$ cat config.mk
export PLATFORM = sky130hd
export DESIGN_NAME = svreal_mul_sched
export DESIGN_NICKNAME = d
export VERILOG_FILES = /design/src/rtl/svreal_mul_sched.sv
export SDC_FILE = /design/constraint.sdc
export NUM_CORES = 1
export LEC_CHECK = 0
export CELL_PAD_IN_SITES_DETAIL_PLACEMENT = 0
export CELL_PAD_IN_SITES_GLOBAL_PLACEMENT = 1
export CORE_ASPECT_RATIO = 0.8
export CORE_MARGIN = 2
export CORE_UTILIZATION = 39
export DETAILED_ROUTE_END_ITERATION = 8
export PLACE_DENSITY = 0.85
export SYNTH_ARGS = -nofsm -noshare
export SYNTH_HDL_FRONTEND = slang
export SYNTH_SLANG_ARGS = --single-unit
$ cat constraint.sdc
create_clock -name clk -period 6.25 [get_ports clk]
set_input_delay 1.5625 -clock clk [delete_from_list [all_inputs] [get_ports clk]]
set_output_delay 1.5625 -clock clk [all_outputs]
set_load 0.05 [all_outputs]
$ cat src/rtl/svreal_mul_sched.sv
// Round-robin scheduler that shares one pipelined fixed-point multiplier among N_REQ
// requesters; responses leave in issue order, tagged with the requester index.
module svreal_mul_sched #(
  parameter int N_REQ   = 4,
  parameter int A_WIDTH = 16,
  parameter int A_EXP   = -8,
  parameter int B_WIDTH = 17,
  parameter int B_EXP   = -9,
  parameter int C_WIDTH = 18,
  parameter int C_EXP   = -10,
  parameter int PIPE    = 2
) (
  input  logic                           clk,
  input  logic                           rst_n,
  input  logic                           en,
  input  logic [N_REQ-1:0]               req_valid,
  output logic [N_REQ-1:0]               req_ready,
  input  logic [N_REQ*A_WIDTH-1:0]       req_a,
  input  logic [N_REQ*B_WIDTH-1:0]       req_b,
  output logic                           rsp_valid,
  input  logic                           rsp_ready,
  output logic [$clog2(N_REQ)-1:0]       rsp_id,
  output logic [C_WIDTH-1:0]             rsp_c,
  output logic [$clog2(PIPE+2)-1:0]      inflight
);

  localparam int IDW = $clog2(N_REQ);
  localparam int IFW = $clog2(PIPE + 2);
  localparam int PW  = A_WIDTH + B_WIDTH;
  localparam int EW  = PW + C_WIDTH;
  localparam int SH  = (A_EXP + B_EXP) - C_EXP;
  localparam int SHR = (SH < 0) ? -SH : 0;
  localparam int SHL = (SH > 0) ? SH : 0;

  logic [IDW-1:0]              rrPtr_q, rrPtr_d;
  logic [IFW-1:0]              inflight_q, inflight_d;
  logic                        v0_q;
  logic [IDW-1:0]              id0_q;
  logic signed [A_WIDTH-1:0]   a0_q;
  logic signed [B_WIDTH-1:0]   b0_q;
  logic                        vPipe_q  [1:PIPE];
  logic [IDW-1:0]              idPipe_q [1:PIPE];
  logic [C_WIDTH-1:0]          cPipe_q  [1:PIPE];

  logic                        adv, pop, grant, grantAny;
  logic [IDW-1:0]              grantIdx;
  logic [IDW:0]                cand;
  logic [A_WIDTH-1:0]          selA;
  logic [B_WIDTH-1:0]          selB;
  logic signed [PW-1:0]        prodFull;
  logic signed [EW-1:0]        prodExt, prodShift;
  logic [C_WIDTH-1:0]          prodC;

  assign rsp_valid = vPipe_q[PIPE];
  assign rsp_id    = idPipe_q[PIPE];
  assign rsp_c     = cPipe_q[PIPE];
  assign inflight  = inflight_q;

  // Any held response freezes the whole pipe, which also blocks new grants.
  assign adv = !rsp_valid || rsp_ready;
  assign pop = rsp_valid && rsp_ready;

  always_comb begin
    grantAny  = 1'b0;
    grantIdx  = '0;
    cand      = '0;
    req_ready = '0;
    selA      = '0;
    selB      = '0;
    for (int k = 0; k < N_REQ; k++) begin
      cand = {1'b0, rrPtr_q} + (IDW+1)'(k);
      if (cand >= (IDW+1)'(N_REQ)) cand = cand - (IDW+1)'(N_REQ);
      if (!grantAny && req_valid[cand[IDW-1:0]]) begin
        grantAny = 1'b1;
        grantIdx = cand[IDW-1:0];
      end
    end
    grant = en && adv && rst_n && grantAny;
    for (int i = 0; i < N_REQ; i++) begin
      req_ready[i] = grant && (grantIdx == IDW'(i));
      if (grantIdx == IDW'(i)) begin
        selA = req_a[i*A_WIDTH +: A_WIDTH];
        selB = req_b[i*B_WIDTH +: B_WIDTH];
      end
    end
  end

  always_comb begin
    rrPtr_d = rrPtr_q;
    if (grant) rrPtr_d = (grantIdx == IDW'(N_REQ-1)) ? '0 : grantIdx + IDW'(1);
    inflight_d = inflight_q;
    if (grant && !pop) inflight_d = inflight_q + IFW'(1);
    else if (!grant && pop) inflight_d = inflight_q - IFW'(1);
  end

  // Rescale to the C exponent with floor rounding, then wrap into C_WIDTH bits.
  always_comb begin
    prodFull  = PW'(a0_q) * PW'(b0_q);
    prodExt   = EW'(prodFull);
    prodShift = (prodExt >>> SHR) <<< SHL;
    prodC     = C_WIDTH'(prodShift);
  end

  always_ff @(posedge clk or negedge rst_n) begin
    if (!rst_n) begin
      rrPtr_q    <= '0;
      inflight_q <= '0;
    end else begin
      rrPtr_q    <= rrPtr_d;
      inflight_q <= inflight_d;
    end
  end

  always_ff @(posedge clk or negedge rst_n) begin
    if (!rst_n) begin
      v0_q  <= 1'b0;
      id0_q <= '0;
      a0_q  <= '0;
      b0_q  <= '0;
      for (int s = 1; s <= PIPE; s++) begin
        vPipe_q[s]  <= 1'b0;
        idPipe_q[s] <= '0;
        cPipe_q[s]  <= '0;
      end
    end else if (adv) begin
      v0_q        <= grant;
      id0_q       <= grantIdx;
      a0_q        <= selA;
      b0_q        <= selB;
      vPipe_q[1]  <= v0_q;
      idPipe_q[1] <= id0_q;
      cPipe_q[1]  <= prodC;
      for (int s = 2; s <= PIPE; s++) begin
        vPipe_q[s]  <= vPipe_q[s-1];
        idPipe_q[s] <= idPipe_q[s-1];
        cPipe_q[s]  <= cPipe_q[s-1];
      end
    end
  end

endmodule

==> metrics.log <==
INFO  metric detail_route.vias_per_cell = 4.905
INFO  metric critical_path.reg2reg.endpoint = cPipe_q[31]
INFO  metric final-max-slew-violation-count = 0
INFO  metric dp.final_hpwl = 27080 um
INFO  metric clock_tree_from_tritoncts = yes
INFO  metric crit-reg2reg-launch = a0_q[8]
INFO  metric synth_top_area_cell = sky130_fd_sc_hd__fa_1
INFO  metric clock-skew-final = 0.01252 ns
INFO  metric final-hold-violation-count = 0
INFO  metric clock_pin_transition_on_the_worst_setup_and_hold_timing_paths = 0.07 ns
INFO  metric max_cap_viol_count = 0
INFO  metric crit_path_end_kind = register
INFO  metric min_to = rsp_valid
INFO  metric drt_wl_total = 32350 um
INFO  metric timing.reg2reg.worst_path_depth = 17
INFO  metric report.final.setup_viol = 0
INFO  metric floorplan.initialDensity = 0.3983
INFO  metric hold_class = reg2reg
INFO  metric timing_worst_slew_pin_value = 0.9586 ns
INFO  metric synth-warning-count = 0
INFO  metric grt_util_met2 = 0.3445
INFO  metric cts_post_setup_buffers_inserted = 0
INFO  metric count_of_flip_flops_with_a_built_in_enable_after_synthesis = 0
INFO  metric drtPass1Iterations = 5
INFO  metric layout_cell_share_with_drive_strength_beyond_1 = 0.07343
INFO  metric timing_worst_setup_path_type = reg2reg
INFO  metric fin_tns_setup = 0 ns
INFO  metric min_period = 5.959 ns
INFO  metric top_usage_layer = met2
INFO  metric min-delay-start = vPipe_q[1]
INFO  metric grt_usage = 0.2078
INFO  metric timing.final.crit_share = 0.9535
INFO  metric die_y = 161.9 um
INFO  metric detailedRoute.firstIterationViolations = 504
INFO  metric reg2reg_slack = 0.29 ns
INFO  metric place_congestion = 0.8884
INFO  metric cp_data_arrival_time = 6.17 ns
INFO  metric synthFlopType = sky130_fd_sc_hd__dfrtp_1
INFO  metric die_x = 201.4 um
INFO  metric hold_depth = 1
INFO  metric gr-total-overflow = 0
INFO  metric cp_max_fo = 10
INFO  metric detail_routed_net_length_per_standard_cell = 16.93 um
INFO  metric flow.area_growth_from_synthesis = 19.57%
INFO  metric synth_cell_types = 49
INFO  metric drt_drc_violations_left = 0
INFO  metric master_cell_of_the_clock_root_buffer = sky130_fd_sc_hd__clkbuf_16
INFO  metric synthesis.area_per_instance = 8.874 um2
INFO  metric place.port_buffers = 166
INFO  metric post_cts_hold_buffer_count = 0
INFO  metric floorplan.io_pins = 167
INFO  metric timing.slew.headroom = 0.3581
INFO  metric grt_max_degree = 74
INFO  metric grt_use_met1 = 0.2761
INFO  metric final_nets = 1910
INFO  metric synthesized_cell_area = 12160 um2
INFO  metric crit_path_start_kind = register
INFO  metric netlist.area_leader.share = 0.3293
INFO  metric global_route.usage.met3 = 0.04374
INFO  metric yosys_register_bits = 82
INFO  metric grt_first_pass_wirelength = 52680 um
INFO  metric ys_seq_area_frac = 0.1688
INFO  metric post_cts_resize_count = 0
INFO  metric run_status = finished, final reports clean
INFO  metric synthTopCellsByArea = sky130_fd_sc_hd__fa_1 33%, sky130_fd_sc_hd__dfrtp_1 17%, sky130_fd_sc_hd__inv_1 8.1%
INFO  metric ctsLongestPathBuffers = 2
INFO  metric asyncSetResetFlopFracSynth = 1.000
INFO  metric timing.critical_path.required = 6.46 ns
INFO  metric cts_inserted_buffers = 9
INFO  metric core = 30520 um2
INFO  metric route.antenna.remaining_nets = 0
INFO  metric route.vias.total = 9374
INFO  metric insertedDiodeCount = 0
INFO  metric synth.net_count = 1787
INFO  metric worst_skew_late_latency = 0.35 ns
INFO  metric htree_num_levels = 3
INFO  metric rows = 57
INFO  metric vias_in_the_first_global_route = 10125
INFO  metric fmaxAchievable = 0.1678 GHz
INFO  metric clock-sinks = 82
INFO  metric initial_antenna_violation_count = 0
INFO  metric syn-instance-count = 1370
INFO  metric die-area = 32610 um2
INFO  metric rsz0062_at_grt = no
-- registers in the layout, indices dropped and copies added (netlist names) --
name       cells
rrPtr_q        2
inflight       2
rsp_id         2
b0_q          17
a0_q          16
rsp_valid      1
rsp_c         18
v0_q           1
vPipe_q        1
idPipe_q       2
cPipe_q       18
id0_q          2
-- layer usage --
layer | vias up | wire length [um]
li1 | 4406 | -
met1 | 4613 | 13930
met2 | 303 | 15200
met3 | 52 | 2377
met4 | 0 | 841
met5 | - | 0
-- stage by stage --
| stage | cell area (um2) | setup WS (ns) | hold WS, ns | instances | util |
|---|---|---|---|---|---|
| finish | 14540 | 0.2908 | 0.4665 | 1911 | 0.4763 |
| global route | 14540 | 0.01615 | 0.4807 | 1911 | 0.4763 |
| CTS | 14520 | 0.1357 | 0.4671 | 1911 | 0.4758 |
| detailed placement | 14220 | 0.1510 | 0.4510 | 1895 | 0.4659 |
| global placement | 14220 | 0.2595 | 0.4474 | 1895 | 0.4659 |
| floorplan | 12160 | 0.3520 | 0.4334 | 1370 | - |
-- cells in the final DEF (no fill, tap or decap), types with 2 or more instances in the layout --
cell and n:
sky130_fd_sc_hd__a211oi_1 5, sky130_fd_sc_hd__nand2_1 161, sky130_fd_sc_hd__nor2_1 86, sky130_fd_sc_hd__a2111oi_4 2
sky130_fd_sc_hd__or3_1 2, sky130_fd_sc_hd__clkdlybuf4s50_1 164, sky130_fd_sc_hd__clkinvlp_4 2, sky130_fd_sc_hd__and2_1 129
sky130_fd_sc_hd__clkbuf_16 9, sky130_fd_sc_hd__a21o_1 7, sky130_fd_sc_hd__nand2b_1 6, sky130_fd_sc_hd__xor2_1 10
sky130_fd_sc_hd__nand3_1 2, sky130_fd_sc_hd__inv_1 261, sky130_fd_sc_hd__nor3_1 4, sky130_fd_sc_hd__xnor2_1 28
sky130_fd_sc_hd__dfrtp_1 70, sky130_fd_sc_hd__a22oi_1 32, sky130_fd_sc_hd__a21oi_2 2, sky130_fd_sc_hd__buf_4 38
sky130_fd_sc_hd__o21ai_0 41, sky130_fd_sc_hd__ha_1 75, sky130_fd_sc_hd__ha_2 2, sky130_fd_sc_hd__inv_6 2
sky130_fd_sc_hd__fa_1 200, sky130_fd_sc_hd__o22ai_1 3, sky130_fd_sc_hd__mux2_2 27, sky130_fd_sc_hd__dfrtp_2 12
sky130_fd_sc_hd__o21ai_1 8, sky130_fd_sc_hd__a21oi_1 78, sky130_fd_sc_hd__nor2b_1 2
-- how the worst max path moves through the flow --
stage | slack, ns | cells after the start | start | end
floorplan | 0.35 | 23 | a0_q[7] | cPipe_q[31]
global placement | 0.26 | 19 | a0_q[2] | cPipe_q[31]
detailed placement | 0.15 | 19 | a0_q[2] | cPipe_q[31]
CTS | 0.14 | 19 | a0_q[2] | cPipe_q[31]
global route | 0.02 | 21 | a0_q[8] | cPipe_q[31]
finish | 0.29 | 17 | a0_q[8] | cPipe_q[31]
-- kinds of logic (layout without fill, tap and decap cells) --
logic type / after synthesis / in the layout / synth area share
AND/OR/NAND/NOR: 402 / 402 / 0.1576
flip-flops: 82 / 82 / 0.1688
multiplexers: 27 / 27 / 0.02501
AO/OA/AOI/OAI: 191 / 191 / 0.09756
adder cells (fa/ha/maj): 277 / 277 / 0.4086
XOR/XNOR: 38 / 38 / 0.02737
buffers and inverters: 353 / 481 / 0.1152
-- cell type report --
type | count | area [um2]
fill | 2965 | 15990
multi-input combinational | 935 | 8721
sequential | 82 | 2067
timing repair buffer | 203 | 1947
inverter | 262 | 983.4
tap | 413 | 516.7
clock buffer | 10 | 229.0
clock inverter | 6 | 73.82
-- cell usage after synthesis, types with 4 or more instances --
cell	number
sky130_fd_sc_hd__xor2_1	10
sky130_fd_sc_hd__o21ai_0	41
sky130_fd_sc_hd__nor2b_1	4
sky130_fd_sc_hd__mux2_2	27
sky130_fd_sc_hd__and2_1	129
sky130_fd_sc_hd__nor2_1	86
sky130_fd_sc_hd__inv_1	261
sky130_fd_sc_hd__xnor2_1	28
sky130_fd_sc_hd__a22oi_1	32
sky130_fd_sc_hd__a21oi_1	78
sky130_fd_sc_hd__dfrtp_1	82
sky130_fd_sc_hd__nor3_1	4
sky130_fd_sc_hd__buf_4	20
sky130_fd_sc_hd__ha_1	77
sky130_fd_sc_hd__clkbuf_1	69
sky130_fd_sc_hd__nand2_1	161
sky130_fd_sc_hd__fa_1	200
sky130_fd_sc_hd__a211oi_1	5
sky130_fd_sc_hd__nand2b_1	6
sky130_fd_sc_hd__o21ai_1	8
sky130_fd_sc_hd__a21o_1	7
-- critical path, stage by stage (launching register included) --
cell                       delay [ns]
sky130_fd_sc_hd__dfrtp_1         0.55
sky130_fd_sc_hd__buf_4           0.26
sky130_fd_sc_hd__and2_1          0.18
sky130_fd_sc_hd__fa_1            0.51
sky130_fd_sc_hd__inv_1           0.06
sky130_fd_sc_hd__fa_1            0.49
sky130_fd_sc_hd__fa_1            0.57
sky130_fd_sc_hd__fa_1            0.43
sky130_fd_sc_hd__fa_1            0.46
sky130_fd_sc_hd__fa_1            0.52
sky130_fd_sc_hd__inv_1           0.05
sky130_fd_sc_hd__ha_1            0.33
sky130_fd_sc_hd__o211ai_1        0.33
sky130_fd_sc_hd__o22a_1          0.27
sky130_fd_sc_hd__or3b_1          0.41
sky130_fd_sc_hd__a21oi_1         0.19
sky130_fd_sc_hd__xor2_1          0.16
sky130_fd_sc_hd__o21ai_1         0.07
Power is left out: the tool's default activity adds up to more than one toggle a clock period on the data nets, which glitch-free logic cannot reach.
